==> config.mk <==
export PLATFORM = sky130hd
export DESIGN_NAME = flash_emu
export DESIGN_NICKNAME = d
export VERILOG_FILES = /design/src/rtl/flash_emu.sv
export SDC_FILE = /design/constraint.sdc
export NUM_CORES = 1
export LEC_CHECK = 0
export CAP_MARGIN = 20
export CORE_ASPECT_RATIO = 2
export CORE_MARGIN = 2
export CORE_UTILIZATION = 29
export DETAILED_ROUTE_END_ITERATION = 8
export HOLD_SLACK_MARGIN = 0.1
export PLACE_DENSITY = 0.44
export RECOVER_POWER = 25
export REMOVE_ABC_BUFFERS = 1
export SETUP_SLACK_MARGIN = 0.4
export SLEW_MARGIN = 30
export SYNTH_ARGS = -nofsm -noshare
export SYNTH_HDL_FRONTEND = slang
export SYNTH_SLANG_ARGS = --single-unit
==> constraint.sdc <==
create_clock -name clk -period 3.47 [get_ports clk]
set_input_delay 0.5205 -clock clk [delete_from_list [all_inputs] [get_ports clk]]
set_output_delay 0.5205 -clock clk [all_outputs]
set_load 0.005 [all_outputs]
==> src/rtl/flash_emu.sv <==
// ----------------------------------------------------------------------------
// flash_emu - SPI NOR flash emulator (single-bit SPI, mode 0), read-only.
//
// Oversamples the SPI pins on the fast system clock and answers 0x03 (read)
// and 0x0B (fast read) with an address-derived pattern: the byte returned for
// address A is A[7:0]. There is no memory array.
//
// Ports:
//   clk       in   system clock, at least 4x the SPI bit rate
//   rst_n     in   asynchronous active-low reset
//   spi_cs_n  in   chip select, active low, asynchronous to clk
//   spi_clk   in   SPI clock (mode 0, idles low), asynchronous to clk
//   spi_mosi  in   serial data from the master
//   spi_miso  out  serial data to the master (0 outside the data phase)
// ----------------------------------------------------------------------------
module flash_emu #(
    parameter int SYNC_STAGES = 2,
    parameter int DUMMY_FAST  = 8
) (
    input  logic clk,
    input  logic rst_n,
    input  logic spi_cs_n,
    input  logic spi_clk,
    input  logic spi_mosi,
    output logic spi_miso
);

    localparam logic [2:0] ST_IDLE   = 3'd0;
    localparam logic [2:0] ST_CMD    = 3'd1;
    localparam logic [2:0] ST_ADDR   = 3'd2;
    localparam logic [2:0] ST_DUMMY  = 3'd3;
    localparam logic [2:0] ST_DATA   = 3'd4;
    localparam logic [2:0] ST_IGNORE = 3'd5;

    localparam logic [7:0] DUMMY_LAST = 8'(DUMMY_FAST - 1);
    localparam logic       DUMMY_SKIP = (DUMMY_FAST == 0);

    // All three pins use the same depth so MOSI stays aligned with SCK.
    logic [SYNC_STAGES-1:0] r_sck_sync;
    logic [SYNC_STAGES-1:0] r_cs_sync;
    logic [SYNC_STAGES-1:0] r_mosi_sync;
    logic                   r_sck_prev;

    always_ff @(posedge clk or negedge rst_n) begin
        if (!rst_n) begin
            r_sck_sync  <= '0;
            r_cs_sync   <= '0;
            r_mosi_sync <= '0;
            r_sck_prev  <= 1'b0;
        end else begin
            r_sck_sync  <= {r_sck_sync[SYNC_STAGES-2:0], spi_clk};
            r_cs_sync   <= {r_cs_sync[SYNC_STAGES-2:0], spi_cs_n};
            r_mosi_sync <= {r_mosi_sync[SYNC_STAGES-2:0], spi_mosi};
            r_sck_prev  <= r_sck_sync[SYNC_STAGES-1];
        end
    end

    logic w_sck, w_cs_n, w_mosi, w_rise, w_fall;
    assign w_sck  = r_sck_sync[SYNC_STAGES-1];
    assign w_cs_n = r_cs_sync[SYNC_STAGES-1];
    assign w_mosi = r_mosi_sync[SYNC_STAGES-1];
    assign w_rise = ~r_sck_prev & w_sck;
    assign w_fall = r_sck_prev & ~w_sck;

    logic [2:0]  r_state;
    logic [7:0]  r_cnt;
    logic [7:0]  r_cmd;
    logic [23:0] r_addr;
    logic        r_fast;

    logic [7:0] w_cmd_next;
    logic [7:0] w_byte;
    assign w_cmd_next = {r_cmd[6:0], w_mosi};
    assign w_byte     = r_addr[7:0];

    always_ff @(posedge clk or negedge rst_n) begin
        if (!rst_n) begin
            r_state  <= ST_IDLE;
            r_cnt    <= '0;
            r_cmd    <= '0;
            r_addr   <= '0;
            r_fast   <= 1'b0;
            spi_miso <= 1'b0;
        end else if (w_cs_n) begin
            // CS takes priority over any coincident SCK edge.
            r_state  <= ST_IDLE;
            r_cnt    <= '0;
            r_fast   <= 1'b0;
            spi_miso <= 1'b0;
        end else begin
            case (r_state)
                // IDLE with CS low behaves as the command phase, so the first
                // rise is captured even if it lands right after CS falls.
                ST_IDLE, ST_CMD: begin
                    spi_miso <= 1'b0;
                    if (w_rise) begin
                        r_cmd <= w_cmd_next;
                        r_cnt <= r_cnt + 8'd1;
                        r_state <= ST_CMD;
                        if (r_cnt == 8'd7) begin
                            r_cnt <= '0;
                            case (w_cmd_next)
                                8'h03:   begin r_state <= ST_ADDR; r_fast <= 1'b0; end
                                8'h0B:   begin r_state <= ST_ADDR; r_fast <= 1'b1; end
                                default: r_state <= ST_IGNORE;
                            endcase
                        end
                    end
                end
                ST_ADDR: begin
                    spi_miso <= 1'b0;
                    if (w_rise) begin
                        r_addr <= {r_addr[22:0], w_mosi};
                        r_cnt  <= r_cnt + 8'd1;
                        if (r_cnt == 8'd23) begin
                            r_cnt   <= '0;
                            r_state <= (r_fast && !DUMMY_SKIP) ? ST_DUMMY : ST_DATA;
                        end
                    end
                end
                ST_DUMMY: begin
                    spi_miso <= 1'b0;
                    if (w_rise) begin
                        r_cnt <= r_cnt + 8'd1;
                        if (r_cnt == DUMMY_LAST) begin
                            r_cnt   <= '0;
                            r_state <= ST_DATA;
                        end
                    end
                end
                ST_DATA: begin
                    // r_cnt[2:0] is the bit index within the byte; ~idx gives
                    // MSB-first ordering.
                    if (w_fall) begin
                        spi_miso <= w_byte[~r_cnt[2:0]];
                        if (r_cnt[2:0] == 3'd7) begin
                            r_cnt  <= '0;
                            r_addr <= r_addr + 24'd1;
                        end else begin
                            r_cnt <= r_cnt + 8'd1;
                        end
                    end
                end
                default: begin
                    r_state  <= ST_IGNORE;
                    spi_miso <= 1'b0;
                end
            endcase
        end
    end

endmodule

==> impl_results.md <==
* Grt ovf at 0
* Data arrival, critical path at 2440 ps
* Nets at 201
* Max Slew Vio Count at 36
* Reg2reg start: r_cnt[0]
* P_int at 0.772 mW
* Max IR drop VDD at 0.347 mV
* Synth Instances at 188
* Outcome: finished, violations left
* Clock-pin slew on the worst setup and hold paths at 50 ps
* Post-CTS Setup Repair Bufs at 0
* Rows at 42
* Multi-input logic area at 1020 µm²
* Port-buffer cells at 5
* Post-synthesis sequential area ratio at 44.6%
* Diode count at 0
* DP HPWL at 3.33 mm
* Skew final at 5.97 ps
* Tot Pwr at 1.04 mW
* Area leader, netlist: dfrtp_1
* PwrDens at 467 nW/µm²
* Lkg Pwr at 0.864 nW
* Crit path buffers/inverters at 2
* Final setup violation count at 0
* Slowest Stage Delay on Critical Path at 1390 ps
* Unique masters post-synth at 52
* Cells along the critical path: dlygate4sd3_1 > clkbuf_1
* Layout fillers at 666
* Vias/cell at 5.43
* YS warnings at 0
* Combinational fraction of design power at 9.8%
* Flop pwr share at 48.1%
* I/O pin cnt at 6
* Vias in the first global route at 1,557
* Layout area overhead at 13.2%
* Commonest cells in the netlist: dfrtp_1 (35), nand2_1 (21), o21ai_0 (11), a21oi_1 (9), nand3_1 (9)
* Setup slack, reg-to-reg at 1340 ps
* CTS resizes at 0
* Largest family of logic cells by synthesized area: compound AO/OA/AOI/OAI gates
* Max cap viols at 1
* P_sw at 0.266 mW
* TritonCTS clock tree: built
* Worst Hold Depth at 0
* First-pass DRT Iterations at 4
* Num CTS Buffers at 5
* Failing checks: capacitance limit, slew limit
* Gr usage total at 13.8%
* Multiplexer share of the synthesized area at 7.90%
* DRT iter0 DRCs at 130
* CP Max Fanout at 35
* Die area at 7490 µm²
* Worst Tran Pin Value at 1940 ps
* Hold_ws at 345 ps
* Main flop type after synthesis: dfrtp_1
* Hold-fix buffer count after cts at 0
* Final Instance Count excl. Fillers at 282
* Async SR Flop Fraction at 100%
* Cell depth of the worst flop-to-flop path at 5
* Simple-gate portion of the synthesized area at 19.9%
* Crit end category: async pin
* Crit path max-delay family: buffers and inverters
* Adder-cell area share of the yosys netlist at 1.91%
* CTS H-tree depth at 2
* Antenna viol nets, final at 0
* Clk Latency, worst-skew pair at 280 ps
* Period utilization at 70.1%
* Core area at 6570 µm²
* Die Span Y at 120 µm
* CTS max path bufs at 2
* Setup TNS at 0 ps
* Xor and xnor area share after synthesis at 0.446%
* Root buffer cell: clkbuf_16
* Maximum clock rate at 411 MHz
* Effective utilization at floorplan at 29.9%
* Synth Area in Compound Gates at 21.7%
* Reg area at 876 µm²
* Placer Congestion at 0.819
* Global-route wire length before repair at 7.90 mm
* Hold EP: r_sck_sync[1]
* Worst EP required at 3480 ps
* DR vias at 1,531
* Hold Vio Cnt, Final at 0
* Synth area leaders: dfrtp_1 (45%), mux2_2 (4.6%), nand2_1 (4.0%)
* R2r endpoint: r_cnt[1]
* Setup CP Type: in2async
* Initial antenna violation count at 0
* Clk pwr share at 42.1%
* Synth Cell Area at 1960 µm²
* WL/cell at 16.3 µm
* Slew Limit Headroom at -29.5%
* Clock sinks at 35
* Startpoint types: primary input
* Drt drc at 0
* Largest net degree at the start of global routing at 36
* Post-Place Cells at 274
* RSZ-0062 raised after global routing: no
* Hold path startpoint: r_sck_sync[0]
* Share of cells above drive strength 1 at 14.9%
* EDFF count, synth at 0
* Post-DP Area at 2090 µm²
* #FFs+latches synth at 35
* Post-synthesis average cell area at 10.4 µm²
* Switching Fraction at 25.6%
* Top-area cell type share of the netlist area at 44.6%
* DRT Wirelength at 4.60 mm
* Most frequent cell after synthesis: dfrtp_1
* Die width at 62.2 µm
* Worst min path class: reg2reg
* Minimum clock period at 2430 ps
* Post-Layout Inst Area at 2220 µm²
* Critical Path Slowest Stage Cell: clkbuf_1
-- state kept, by name, summed over array words and instances, names as in the netlist --
signal	flops
r_mosi_sync	2
r_cmd	7
r_cnt	8
r_addr	8
spi_miso	1
r_sck_sync	2
r_sck_prev	1
r_cs_sync	2
r_fast	1
r_state	3
-- kinds of logic (layout without fill, tap and decap cells) --
| logic type | Yosys count | in the layout |
|---|---|---|
| AOI/OAI and AO/OA | 53 | 53 |
| xor gates and xnor gates | 1 | 1 |
| adders and majority gates | 3 | 3 |
| buffers and inverters | 13 | 19 |
| DFF | 35 | 35 |
| muxes | 12 | 12 |
| and+or+nand+nor | 71 | 71 |
-- worst register-to-register path, stage by stage, from the launching register on --
cell     delay (ps)
dfrtp_1         470
ha_1            250
and2_1          200
a21oi_1         560
o21ai_0         240
o21ai_0         290
-- stage by stage --
stage	utilization [%]	setup slack [ps]
finish	33.8	1040
global route	33.8	606
CTS	33.9	1320
detailed placement	31.8	1340
global placement	31.8	1390
floorplan	-	1370
-- placed cells by master (no fill, tap or decap), drive strengths merged, types with 2 or more instances in the layout --
cell,netlist,final
and2,3,3
a21oi,9,9
mux2i,2,2
mux4,2,2
dlygate4sd3,0,4
o22ai,2,2
o211ai,3,3
o2111ai,3,3
a31oi,3,3
nor2,6,6
o31ai,2,2
mux2,8,8
nand3,9,9
nand4,3,3
a22o,4,4
a22oi,3,3
o311ai,4,4
dfrtp,35,35
nor3b,2,2
inv,4,4
nor4,4,4
ha,3,3
clkbuf,3,7
and4,2,2
nand2,21,21
nor3,3,3
and3,4,4
o21ai,11,11
nand4b,2,2
nand2b,6,6
-- layer usage --
metal  share of wire [%]  vias up  GRT usage (%)
met5                   0        -              0
met4                 3.1        0           8.33
met3                 3.0       10           3.07
met2                  55       36           25.2
met1                  39      756           14.2
li1                    -      729              -
-- layout make-up --
cell class,count,area share (%)
repair buffers,7,2.76
clock buffers,6,5.80
multi-input cells,140,45.9
well taps,88,4.95
inverters,4,0.675
flip-flops and latches,35,39.4
clock inverters,2,0.563
-- power groups by stage --
stage               registers [mW]  logic [mW]  clock network [mW]
CTS                          0.500       0.105               0.454
finish                       0.499       0.101               0.437
global placement             0.504       0.103                   0
global route                 0.507       0.117               0.471
floorplan                    0.492      0.0774                   0
detailed placement           0.507       0.105                   0
-- how the worst max path moves through the flow --
stage	from	slack (ps)	end	cells after the start
3_5_place_dp	r_cnt[0]	1340	r_cnt[1]	5
6_report	rst_n	1040	r_cnt[5]	2
2_1_floorplan	r_state[2]	1370	r_cnt[2]	4
5_1_grt	rst_n	610	r_cnt[5]	2
4_1_cts	r_cnt[0]	1320	r_cnt[1]	5
3_3_place_gp	r_cnt[0]	1390	r_cnt[1]	5
Power figures use the tool's default switching activity.
